<file path="src/rtl/uib_pkg.sv">
// Shared definitions for the uib interconnect: bus defaults, FSM state codes
// and access-mode encodings understood by cpu and slaves.
package uib_pkg;

  localparam int unsigned UIB_XLEN        = 32;
  localparam int unsigned UIB_SLAVE_WIDTH = 4;

  localparam logic [1:0] ST_IDLE = 2'd0;
  localparam logic [1:0] ST_BUSY = 2'd1;
  localparam logic [1:0] ST_RESP = 2'd2;

  // Bit 2 selects zero-extension; bits 1:0 select size.
  localparam logic [2:0] MODE_BYTE  = 3'b000;
  localparam logic [2:0] MODE_HALF  = 3'b001;
  localparam logic [2:0] MODE_WORD  = 3'b010;
  localparam logic [2:0] MODE_BYTEU = 3'b100;
  localparam logic [2:0] MODE_HALFU = 3'b101;

  function automatic logic mode_is_unsigned(input logic [2:0] mode);
    return mode[2];
  endfunction

endpackage

</file>
<file path="src/rtl/uib_rr_arbiter.sv">
// Round-robin grant: first requester at or after last_grant+1 (mod N).
module uib_rr_arbiter #(
  parameter  int unsigned N  = 2,
  localparam int unsigned IW = (N > 1) ? $clog2(N) : 1
) (
  input  logic [N-1:0]  req,
  input  logic [IW-1:0] last_grant,
  output logic [N-1:0]  grant_oh_c,
  output logic [IW-1:0] grant_idx_c,
  output logic          grant_vld_c
);

  logic [IW-1:0] cand;

  always_comb begin
    grant_oh_c  = '0;
    grant_idx_c = '0;
    grant_vld_c = 1'b0;
    cand        = '0;
    for (int unsigned i = 1; i <= N; i++) begin
      cand = IW'((32'(last_grant) + i) % N);
      if (!grant_vld_c && req[cand]) begin
        grant_vld_c = 1'b1;
        grant_idx_c = cand;
      end
    end
    if (grant_vld_c) grant_oh_c[grant_idx_c] = 1'b1;
  end

endmodule

</file>
<file path="src/rtl/uib_arb.sv">
// N-master to N-slave registered interconnect with one shared transaction
// path, round-robin arbitration, decode-error and timeout termination.
module uib_arb
  import uib_pkg::*;
#(
  parameter int unsigned N_MASTER    = 2,
  parameter int unsigned N_SLAVE     = 4,
  parameter int unsigned XLEN        = UIB_XLEN,
  parameter int unsigned SLAVE_WIDTH = UIB_SLAVE_WIDTH,
  parameter int unsigned TIMEOUT     = 255
) (
  input  logic                                             clk,
  input  logic                                             rst,
  input  logic [N_MASTER-1:0][XLEN-1:0]                    master_dat_o,
  input  logic [N_MASTER-1:0][XLEN-SLAVE_WIDTH-1:0]        master_addr,
  input  logic [N_MASTER-1:0][SLAVE_WIDTH-1:0]             master_num,
  input  logic [N_MASTER-1:0][2:0]                         master_mode,
  input  logic [N_MASTER-1:0]                              master_wen,
  input  logic [N_MASTER-1:0]                              master_req,
  output logic [N_MASTER-1:0][XLEN-1:0]                    master_dat_i,
  output logic [N_MASTER-1:0]                              master_ready,
  output logic [N_MASTER-1:0]                              master_err,
  output logic [N_SLAVE-1:0][XLEN-1:0]                     slave_dat_i,
  output logic [N_SLAVE-1:0][XLEN-SLAVE_WIDTH-1:0]         slave_addr,
  output logic [N_SLAVE-1:0][2:0]                          slave_mode,
  output logic [N_SLAVE-1:0]                               slave_wen,
  output logic [N_SLAVE-1:0]                               slave_req,
  input  logic [N_SLAVE-1:0][XLEN-1:0]                     slave_dat_o,
  input  logic [N_SLAVE-1:0]                               slave_ready
);

  localparam int unsigned AW = XLEN - SLAVE_WIDTH;
  localparam int unsigned GW = (N_MASTER > 1) ? $clog2(N_MASTER) : 1;
  localparam int unsigned CW = $clog2(TIMEOUT + 1);

  logic [1:0]             state_q, state_d;
  logic [GW-1:0]          last_grant_q, last_grant_d;
  logic [GW-1:0]          grant_q, grant_d;
  logic [SLAVE_WIDTH-1:0] num_q, num_d;
  logic [CW-1:0]          cnt_q, cnt_d;

  logic [N_SLAVE-1:0]               slave_req_q, slave_req_d;
  logic [N_SLAVE-1:0]               slave_wen_q, slave_wen_d;
  logic [N_SLAVE-1:0][AW-1:0]       slave_addr_q, slave_addr_d;
  logic [N_SLAVE-1:0][2:0]          slave_mode_q, slave_mode_d;
  logic [N_SLAVE-1:0][XLEN-1:0]     slave_dat_i_q, slave_dat_i_d;
  logic [N_MASTER-1:0]              master_ready_q, master_ready_d;
  logic [N_MASTER-1:0]              master_err_q, master_err_d;
  logic [N_MASTER-1:0][XLEN-1:0]    master_dat_i_q, master_dat_i_d;

  logic [N_MASTER-1:0]    arb_oh_c;
  logic [GW-1:0]          arb_idx_c;
  logic                   arb_vld_c;
  logic [SLAVE_WIDTH-1:0] sel_num_c;
  logic [AW-1:0]          sel_addr_c;
  logic [2:0]             sel_mode_c;
  logic                   sel_wen_c;
  logic [XLEN-1:0]        sel_dat_c;
  logic                   slv_rdy_c;
  logic [XLEN-1:0]        slv_dat_c;
  logic                   resp_v;
  logic                   resp_err;
  logic [XLEN-1:0]        resp_dat;
  logic [GW-1:0]          resp_m;

  uib_rr_arbiter #(.N(N_MASTER)) u_rr (
    .req         (master_req),
    .last_grant  (last_grant_q),
    .grant_oh_c  (arb_oh_c),
    .grant_idx_c (arb_idx_c),
    .grant_vld_c (arb_vld_c)
  );

  // Request fields of the winning master.
  always_comb begin
    sel_num_c  = '0;
    sel_addr_c = '0;
    sel_mode_c = '0;
    sel_wen_c  = 1'b0;
    sel_dat_c  = '0;
    for (int unsigned m = 0; m < N_MASTER; m++) begin
      if (arb_oh_c[m]) begin
        sel_num_c  = master_num[m];
        sel_addr_c = master_addr[m];
        sel_mode_c = master_mode[m];
        sel_wen_c  = master_wen[m];
        sel_dat_c  = master_dat_o[m];
      end
    end
  end

  // Response of the slave owning the current transaction.
  always_comb begin
    slv_rdy_c = 1'b0;
    slv_dat_c = '0;
    for (int unsigned s = 0; s < N_SLAVE; s++) begin
      if (32'(num_q) == s) begin
        slv_rdy_c = slave_ready[s];
        slv_dat_c = slave_dat_o[s];
      end
    end
  end

  always_comb begin
    state_d        = state_q;
    last_grant_d   = last_grant_q;
    grant_d        = grant_q;
    num_d          = num_q;
    cnt_d          = cnt_q;
    slave_req_d    = slave_req_q;
    slave_wen_d    = slave_wen_q;
    slave_addr_d   = slave_addr_q;
    slave_mode_d   = slave_mode_q;
    slave_dat_i_d  = slave_dat_i_q;
    master_ready_d = '0;
    master_err_d   = '0;
    master_dat_i_d = master_dat_i_q;
    resp_v         = 1'b0;
    resp_err       = 1'b0;
    resp_dat       = '0;
    resp_m         = grant_q;

    case (state_q)
      ST_IDLE: begin
        if (arb_vld_c) begin
          grant_d      = arb_idx_c;
          last_grant_d = arb_idx_c;
          num_d        = sel_num_c;
          resp_m       = arb_idx_c;
          if (32'(sel_num_c) >= N_SLAVE) begin
            state_d  = ST_RESP;
            resp_v   = 1'b1;
            resp_err = 1'b1;
          end else begin
            state_d = ST_BUSY;
            cnt_d   = CW'(1);
            for (int unsigned s = 0; s < N_SLAVE; s++) begin
              if (32'(sel_num_c) == s) begin
                slave_req_d[s]   = 1'b1;
                slave_wen_d[s]   = sel_wen_c;
                slave_addr_d[s]  = sel_addr_c;
                slave_mode_d[s]  = sel_mode_c;
                slave_dat_i_d[s] = sel_dat_c;
              end
            end
          end
        end
      end
      ST_BUSY: begin
        // A ready on the final tolerated cycle still beats the timeout.
        if (slv_rdy_c) begin
          resp_v   = 1'b1;
          resp_dat = slv_dat_c;
        end else if (cnt_q == CW'(TIMEOUT)) begin
          resp_v   = 1'b1;
          resp_err = 1'b1;
        end else begin
          cnt_d = cnt_q + CW'(1);
        end
        if (resp_v) begin
          state_d       = ST_RESP;
          slave_req_d   = '0;
          slave_wen_d   = '0;
          slave_addr_d  = '0;
          slave_mode_d  = '0;
          slave_dat_i_d = '0;
        end
      end
      ST_RESP: begin
        state_d = ST_IDLE;
        cnt_d   = '0;
      end
      default: state_d = ST_IDLE;
    endcase

    if (resp_v) begin
      for (int unsigned m = 0; m < N_MASTER; m++) begin
        if (resp_m == GW'(m)) begin
          master_ready_d[m] = 1'b1;
          master_err_d[m]   = resp_err;
          master_dat_i_d[m] = resp_dat;
        end
      end
    end
  end

  always_ff @(posedge clk or posedge rst) begin
    if (rst) begin
      state_q        <= ST_IDLE;
      last_grant_q   <= GW'(N_MASTER - 1);
      grant_q        <= '0;
      num_q          <= '0;
      cnt_q          <= '0;
      slave_req_q    <= '0;
      slave_wen_q    <= '0;
      slave_addr_q   <= '0;
      slave_mode_q   <= '0;
      slave_dat_i_q  <= '0;
      master_ready_q <= '0;
      master_err_q   <= '0;
      master_dat_i_q <= '0;
    end else begin
      state_q        <= state_d;
      last_grant_q   <= last_grant_d;
      grant_q        <= grant_d;
      num_q          <= num_d;
      cnt_q          <= cnt_d;
      slave_req_q    <= slave_req_d;
      slave_wen_q    <= slave_wen_d;
      slave_addr_q   <= slave_addr_d;
      slave_mode_q   <= slave_mode_d;
      slave_dat_i_q  <= slave_dat_i_d;
      master_ready_q <= master_ready_d;
      master_err_q   <= master_err_d;
      master_dat_i_q <= master_dat_i_d;
    end
  end

  assign slave_req    = slave_req_q;
  assign slave_wen    = slave_wen_q;
  assign slave_addr   = slave_addr_q;
  assign slave_mode   = slave_mode_q;
  assign slave_dat_i  = slave_dat_i_q;
  assign master_ready = master_ready_q;
  assign master_err   = master_err_q;
  assign master_dat_i = master_dat_i_q;

endmodule

</file>
<file path="config.mk">
export PLATFORM = sky130hd
export DESIGN_NAME = uib_arb
export DESIGN_NICKNAME = d
export VERILOG_FILES = /design/src/rtl/uib_pkg.sv /design/src/rtl/uib_rr_arbiter.sv /design/src/rtl/uib_arb.sv
export SDC_FILE = /design/constraint.sdc
export NUM_CORES = 1
export LEC_CHECK = 0
export BUFFER_PORTS_ARGS = -buffer_cell sky130_fd_sc_hd__buf_2
export CAP_MARGIN = 0
export CORE_AREA = 4 4 258 260
export DETAILED_ROUTE_END_ITERATION = 16
export DIE_AREA = 0 0 262 264
export PLACE_DENSITY_LB_ADDON = 0.15
export SYNTH_ARGS = -nofsm -noshare
export SYNTH_HDL_FRONTEND = slang
export SYNTH_HIERARCHICAL = 1
export SYNTH_SLANG_ARGS = --single-unit
</file>
<file path="constraint.sdc">
create_clock -name clk -period 11.95 [get_ports clk]
set_input_delay 1.7925 -clock clk [delete_from_list [all_inputs] [get_ports clk]]
set_output_delay 1.7925 -clock clk [all_outputs]
set_load 0.05 [all_outputs]
</file>
# [Word level (Yosys, flattened, before mapping)]
# Index checks and enable logic that the tools add are counted.
[totals] register_bits=344 in_bits=272 out_inout_bits=328 word_cells=168
[classes] add_sub_neg=3 magnitude_cmp=5 n_eq_ne=18 n_mux=95 bitwise=1 n_reduce_logical=17
[ops] op="$mux W128" count=3
[ops] op="$mux W32" count=12
[ops] op="$mux W112" count=3
[ops] op="$pmux W128 S2" count=1
[ops] op="$pmux W112 S2" count=1
[ops] op="$mux W28" count=6
[ops] op="$mux W12" count=3
[ops] op="$mux W1" count=35
[ops] op="$mux W8" count=4
[ops] op="$mux W4" count=7
[ops] op="$reduce_and A5 Y1" count=5
[ops] op="$pmux W12 S2" count=1
[ops] op="$pmux W8 S3" count=1
[ops] op="$mux W3" count=6
[ops] op="$ne A2 B2 Y1 const B" count=9
[ops] op="$eq A4 B2 Y1 const B" count=4
[ops] op="$pmux W4 S2" count=2
[ops] op="$mux W2" count=6
[ops] op="$add A8 B1 Y8 const B" count=1
[ops] op="$eq A4 B1 Y1 const B" count=2
[ops] op="$eq A8 B8 Y1 const B" count=1
[ops] op="$logic_not A4 Y1" count=2
[ops] op="$reduce_and A2 Y1" count=4
[ops] op="$lt A1 B2 Y1 const B" count=3
[ops] op="14 further kinds" count=17

# [Depth between registers and ports, before layout]
[logic_depth] depth_word=20 depth_mapped=10

# [Hierarchy]
# Netlist, hierarchy kept.
[modules_own_cells] module="uib_arb" instances=1 cells_per_inst=2086 area_each_um2=19169.6
[modules_own_cells] module="uib_rr_arbiter" instances=1 cells_per_inst=5 area_each_um2=32.5

# [Least setup slack after synthesis]
# No wires, ideal clock.
[synth_timing] path_type="input to register" startpoint="input port master_req[1]" endpoint="register slave_addr_q, in the netlist slave_addr[17]" t_arrival_ps=3481 required_ps=11824 setup_slack_ps=8343 cell_stages=9 path_buffers=4 path_cell_list="a21boi_0 > buf_2 > nand2_1 > and2_1 > buf_2 > and3_1 > buf_2 > clkbuf_1 > a221o_1"
[synth_via] elab_chain_len=17 elab_cells_between_ends=30 classes_between="3 x order compare; 3 x eq/ne; 19 x mux; 5 x reduce/logical"
[synth_rtl] element="start, declared" line_no="uib_arb.sv:19" source="input logic [N_MASTER-1:0] master_req,"
[synth_rtl] element="parallel branches: the longest is 17 deep, another holds $lt A1 B2 Y1"
[synth_rtl] element="end signal, assigned" line_no="uib_arb.sv:210" source="slave_addr_q <= slave_addr_d;"
[synth_rtl] element="end, declared" line_no="uib_arb.sv:44" source="logic [N_SLAVE-1:0][AW-1:0] slave_addr_q, slave_addr_d;"
# Parallel ways; which one is timed is not known. The select of a mux whose other input is x is not followed.
# A chain may end at the register's enable or synchronous reset.

# [Final worst setup path]
[layout_timing] startpoint="input port master_req[1]" endpoint="register slave_addr_q, in the netlist slave_addr[102]"
[layout_via] elab_cells_between_ends=30 classes_between="3 x order compare; 4 x eq/ne; 19 x mux; 4 x reduce/logical"
[layout_rtl] element="$mux W1 (implied by the code) (2 in a row)" line_no="uib_rr_arbiter.sv:22" source="if (!grant_vld_c && req[cand]) begin"
[layout_rtl] element="$mux W1" line_no="uib_rr_arbiter.sv:22"
[layout_rtl] element="$logic_not A1 Y1" line_no="uib_rr_arbiter.sv:22"
[layout_rtl] element="$logic_and A1 B1 Y1" line_no="uib_rr_arbiter.sv:22"
[layout_rtl] element="$mux W1" line_no="uib_rr_arbiter.sv:22"
[layout_rtl] element="$lt A1 B2 Y1 (implied by the code) / $ge A1 B1 Y1 (equally long branches)" line_no="uib_rr_arbiter.sv:27" source="if (grant_vld_c) grant_oh_c[grant_idx_c] = 1'b1;"
[layout_rtl] element="$logic_and A1 B1 Y1 (implied by the code)" line_no="uib_rr_arbiter.sv:27"
[layout_rtl] element="$mux W1 (implied by the code)" line_no="uib_rr_arbiter.sv:27"
[layout_rtl] element="$demux W1 S1"
[layout_rtl] element="$mux W2 (*)" line_no="uib_rr_arbiter.sv:27"
[layout_rtl] element="net arb_oh_c[1]" line_no="uib_arb.sv:51" source="logic [N_MASTER-1:0] arb_oh_c;"
[layout_rtl] element="parallel branches: the longest is 5 deep, another holds $ge A4 B3 Y1"
# Mark *: on every way through the listed nets, which the timed path passes. The select of a mux whose other input is x is not followed.

==> impl_metrics.toml <==
[drt]
via_per_inst = 5.79
drt_iter0_drc = 1557
ant_nets = 0
wire_per_inst_um = 25.7
wl_um = 88000
dr_total_vias = 19800
dr.pass1.iters = 5
drc = 0

[timing]
fin_crit_sh = 0.439
maxSlewHeadroom = 0.144
fin_ws_ps = 6710
finalSetupTns_ps = 0
finalHoldViolCount = 0
clock.fmax_mhz = 191
fin_skew_ps = 30.0
final-setup-viol-count = 0
drv_slew = 0
layout_min_cycle_time_ps = 5240
rsz0062_at_grt = "false"
tightest_slew_ps = 1280

[synthesis]
yosys_most_used_dff = "dfrtp_1"
syn-cell-area_um2 = 19200
synth_cell_types = 62
synth_edf_count = 0
async_reset_ff_frac = 1.00
avgSynthCellArea_um2 = 9.18
yosysWarnings = 6
synthTopCellsByCount = "366 x nand2_1, 343 x dfrtp_1, 196 x a221o_1, 165 x a21oi_1"
synth.yosys.seq_area_share = 0.448
yosysTopAreaCell = "dfrtp_1"
syn-num-nets = 2367
yosys.area.top_type_share = 0.447
netlist_instances = 2091
synth_top_cells_by_area = "dfrtp_1 45%, a221o_1 10%, nand2_1 7.2%"
synth_most_common_cell = "nand2_1"
yosys_register_bits = 344

[die]
coreArea_um2 = 64100
ioPinCount = 600
fp-row-count = 93
dieArea_um2 = 69200
initial_core_util = 0.299
die_h_um = 264
die_w_um = 262

[cts]
cts_tree = "built"
worst_setup_hold_path_clk_slew_ps = 60
clk_path_buf_depth = 3
cts_setup_buffers = 0
hold_buffers = 0
cts_buffers = 45
numClockSinks = 344
cts_resized = 0
root_buffer = "clkbuf_16"
h-tree-depth = 2
insertion_delay_ps = 590

[placed_design]
place_inst = 3333
place_congestion = 0.867
dp_worst_setup_slack_ps = 6080
dpl.hpwl_um = 56700
port_buffers = 599

[cells_and_area]
nFillCells = 6631
area_delta_synth_final_pct = 25.2
final_nets = 2801
drive_gt1_frac = 0.289
final_cells = 3419
fin_util = 0.375

[power_and_ir_drop]
ir_drop_mv = 0.165
power_leakage_nw = 11.4
power_mw = 8.31
power_density_nw_per_um2 = 346

[worst_setup_path]
crit_slowest_cell = "buf_4"
cp-start-kind = "input port"
r2r_setup_slack_ps = 7570
crit_top_cell = "buf_4"
path_cells = "buf_2 -> a21boi_4 -> buf_4 -> nand3b_1 -> and2_4 -> buf_4 -> nor3_4 -> buf_4 -> a221o_1"
endpoint_kind = "flop"
max_stage_delay_ps = 810
critPathArrivalTime_ps = 5710
path_max_fanout = 77
required_ps = 12420
criticalPathCategory = "in2reg"

[job]
drv_cap = 0

[global_route]
antenna_found_initial = 8
grt_util_all_layers = 0.240
grt_pass1_vias = 19100
grt_max_degree = 100
overflow = 0
grt_first_pass_wirelength_um = 128000

[hold_path]
hold_path_class = "reg2reg"

[status]
status = "complete, no violations"
==> critical path, delay by kind of cell <==
family	cells	cell delay (ps)
compound gates	2	620
buf+inv	4	2120
simple gates	3	1070
==> registers in the layout, indices dropped and copies added (netlist names) <==
| register | cells |
|---|---|
| cnt_q | 8 |
| grant_q | 1 |
| last_grant_q | 1 |
| master_dat_i | 64 |
| master_err | 2 |
| master_ready | 2 |
| num_q | 4 |
| slave_addr | 112 |
| slave_dat_i | 128 |
| slave_mode | 12 |
| slave_req | 4 |
| slave_wen | 4 |
| state_q | 2 |
==> routing by layer <==
metal | up-vias | share of wire | track usage
met3 | 156 | 0.094 | 0.0657
met5 | - | 0.00070 | 0
met1 | 9918 | 0.41 | 0.316
met4 | 10 | 0.035 | 0.0840
met2 | 939 | 0.46 | 0.380
li1 | 8771 | - | -
==> final cells by class <==
class | count | area [µm²] | share of cell area
flip-flops and latches | 344 | 8610 | 0.358
multi-input cells | 1432 | 9250 | 0.385
repair buffers | 628 | 3220 | 0.134
clock inverters | 21 | 287 | 0.0119
diodes | 2 | 5.00 | 0.000208
well taps | 855 | 1070 | 0.0445
clock buffers | 63 | 1300 | 0.0542
inverters | 74 | 285 | 0.0119
==> layout by cell type (no fill, tap or decap), types with 29 or more instances in the layout <==
cell type,n
buf_2,599
a31oi_1,161
clkbuf_16,45
a21oi_1,165
inv_1,72
nand2_1,365
o211ai_1,161
buf_4,29
nand3_1,103
a221o_1,196
dfrtp_1,342
a21o_1,64
mux2i_1,56
==> power breakdown <==
| part | leakage [nW] | total (mW) | switching (mW) | internal (mW) |
|---|---|---|---|---|
| Combinational | 6.36 | 4.77 | 3.55 | 1.23 |
| Clock | 0.785 | 1.46 | 0.567 | 0.895 |
| Sequential | 4.21 | 2.07 | 0.404 | 1.67 |
==> per-stage QoR <==
step | hold WS (ps) | cell area, µm²
after CTS | 499 | 24000
after floorplan | 450 | 19200
final | 498 | 24000
after global placement | 480 | 22400
after global routing | 519 | 24000
after detailed placement | 490 | 22400
==> cell families after synthesis <==
| logic type | after synthesis | synth area share |
|---|---|---|
| buffers and inverters | 315 | 0.0762 |
| DFF | 344 | 0.448 |
| and+or+nand+nor | 520 | 0.118 |
| AOI/OAI and AO/OA | 844 | 0.318 |
| muxes | 64 | 0.0368 |
| adders and majority gates | 4 | 0.00261 |
==> worst paths after layout <==
kind,from,cells past startpoint,endpoint
setup / recovery,master_req[1],9,slave_addr[102]$_DFFE_PP0P_
hold / removal,last_grant_q$_DFFE_PP1P_,2,last_grant_q$_DFFE_PP1P_
setup reg to reg,num_q[0]$_DFFE_PP0P_,7,slave_addr[59]$_DFFE_PP0P_
hold reg to reg,last_grant_q$_DFFE_PP1P_,2,last_grant_q$_DFFE_PP1P_
max in group asynchronous,rst,4,slave_dat_i[124]$_DFFE_PP0P_
min in group asynchronous,rst,2,master_ready[1]$_DFF_PP0_
No activity file was read; power rests on OpenSTA's default activity.
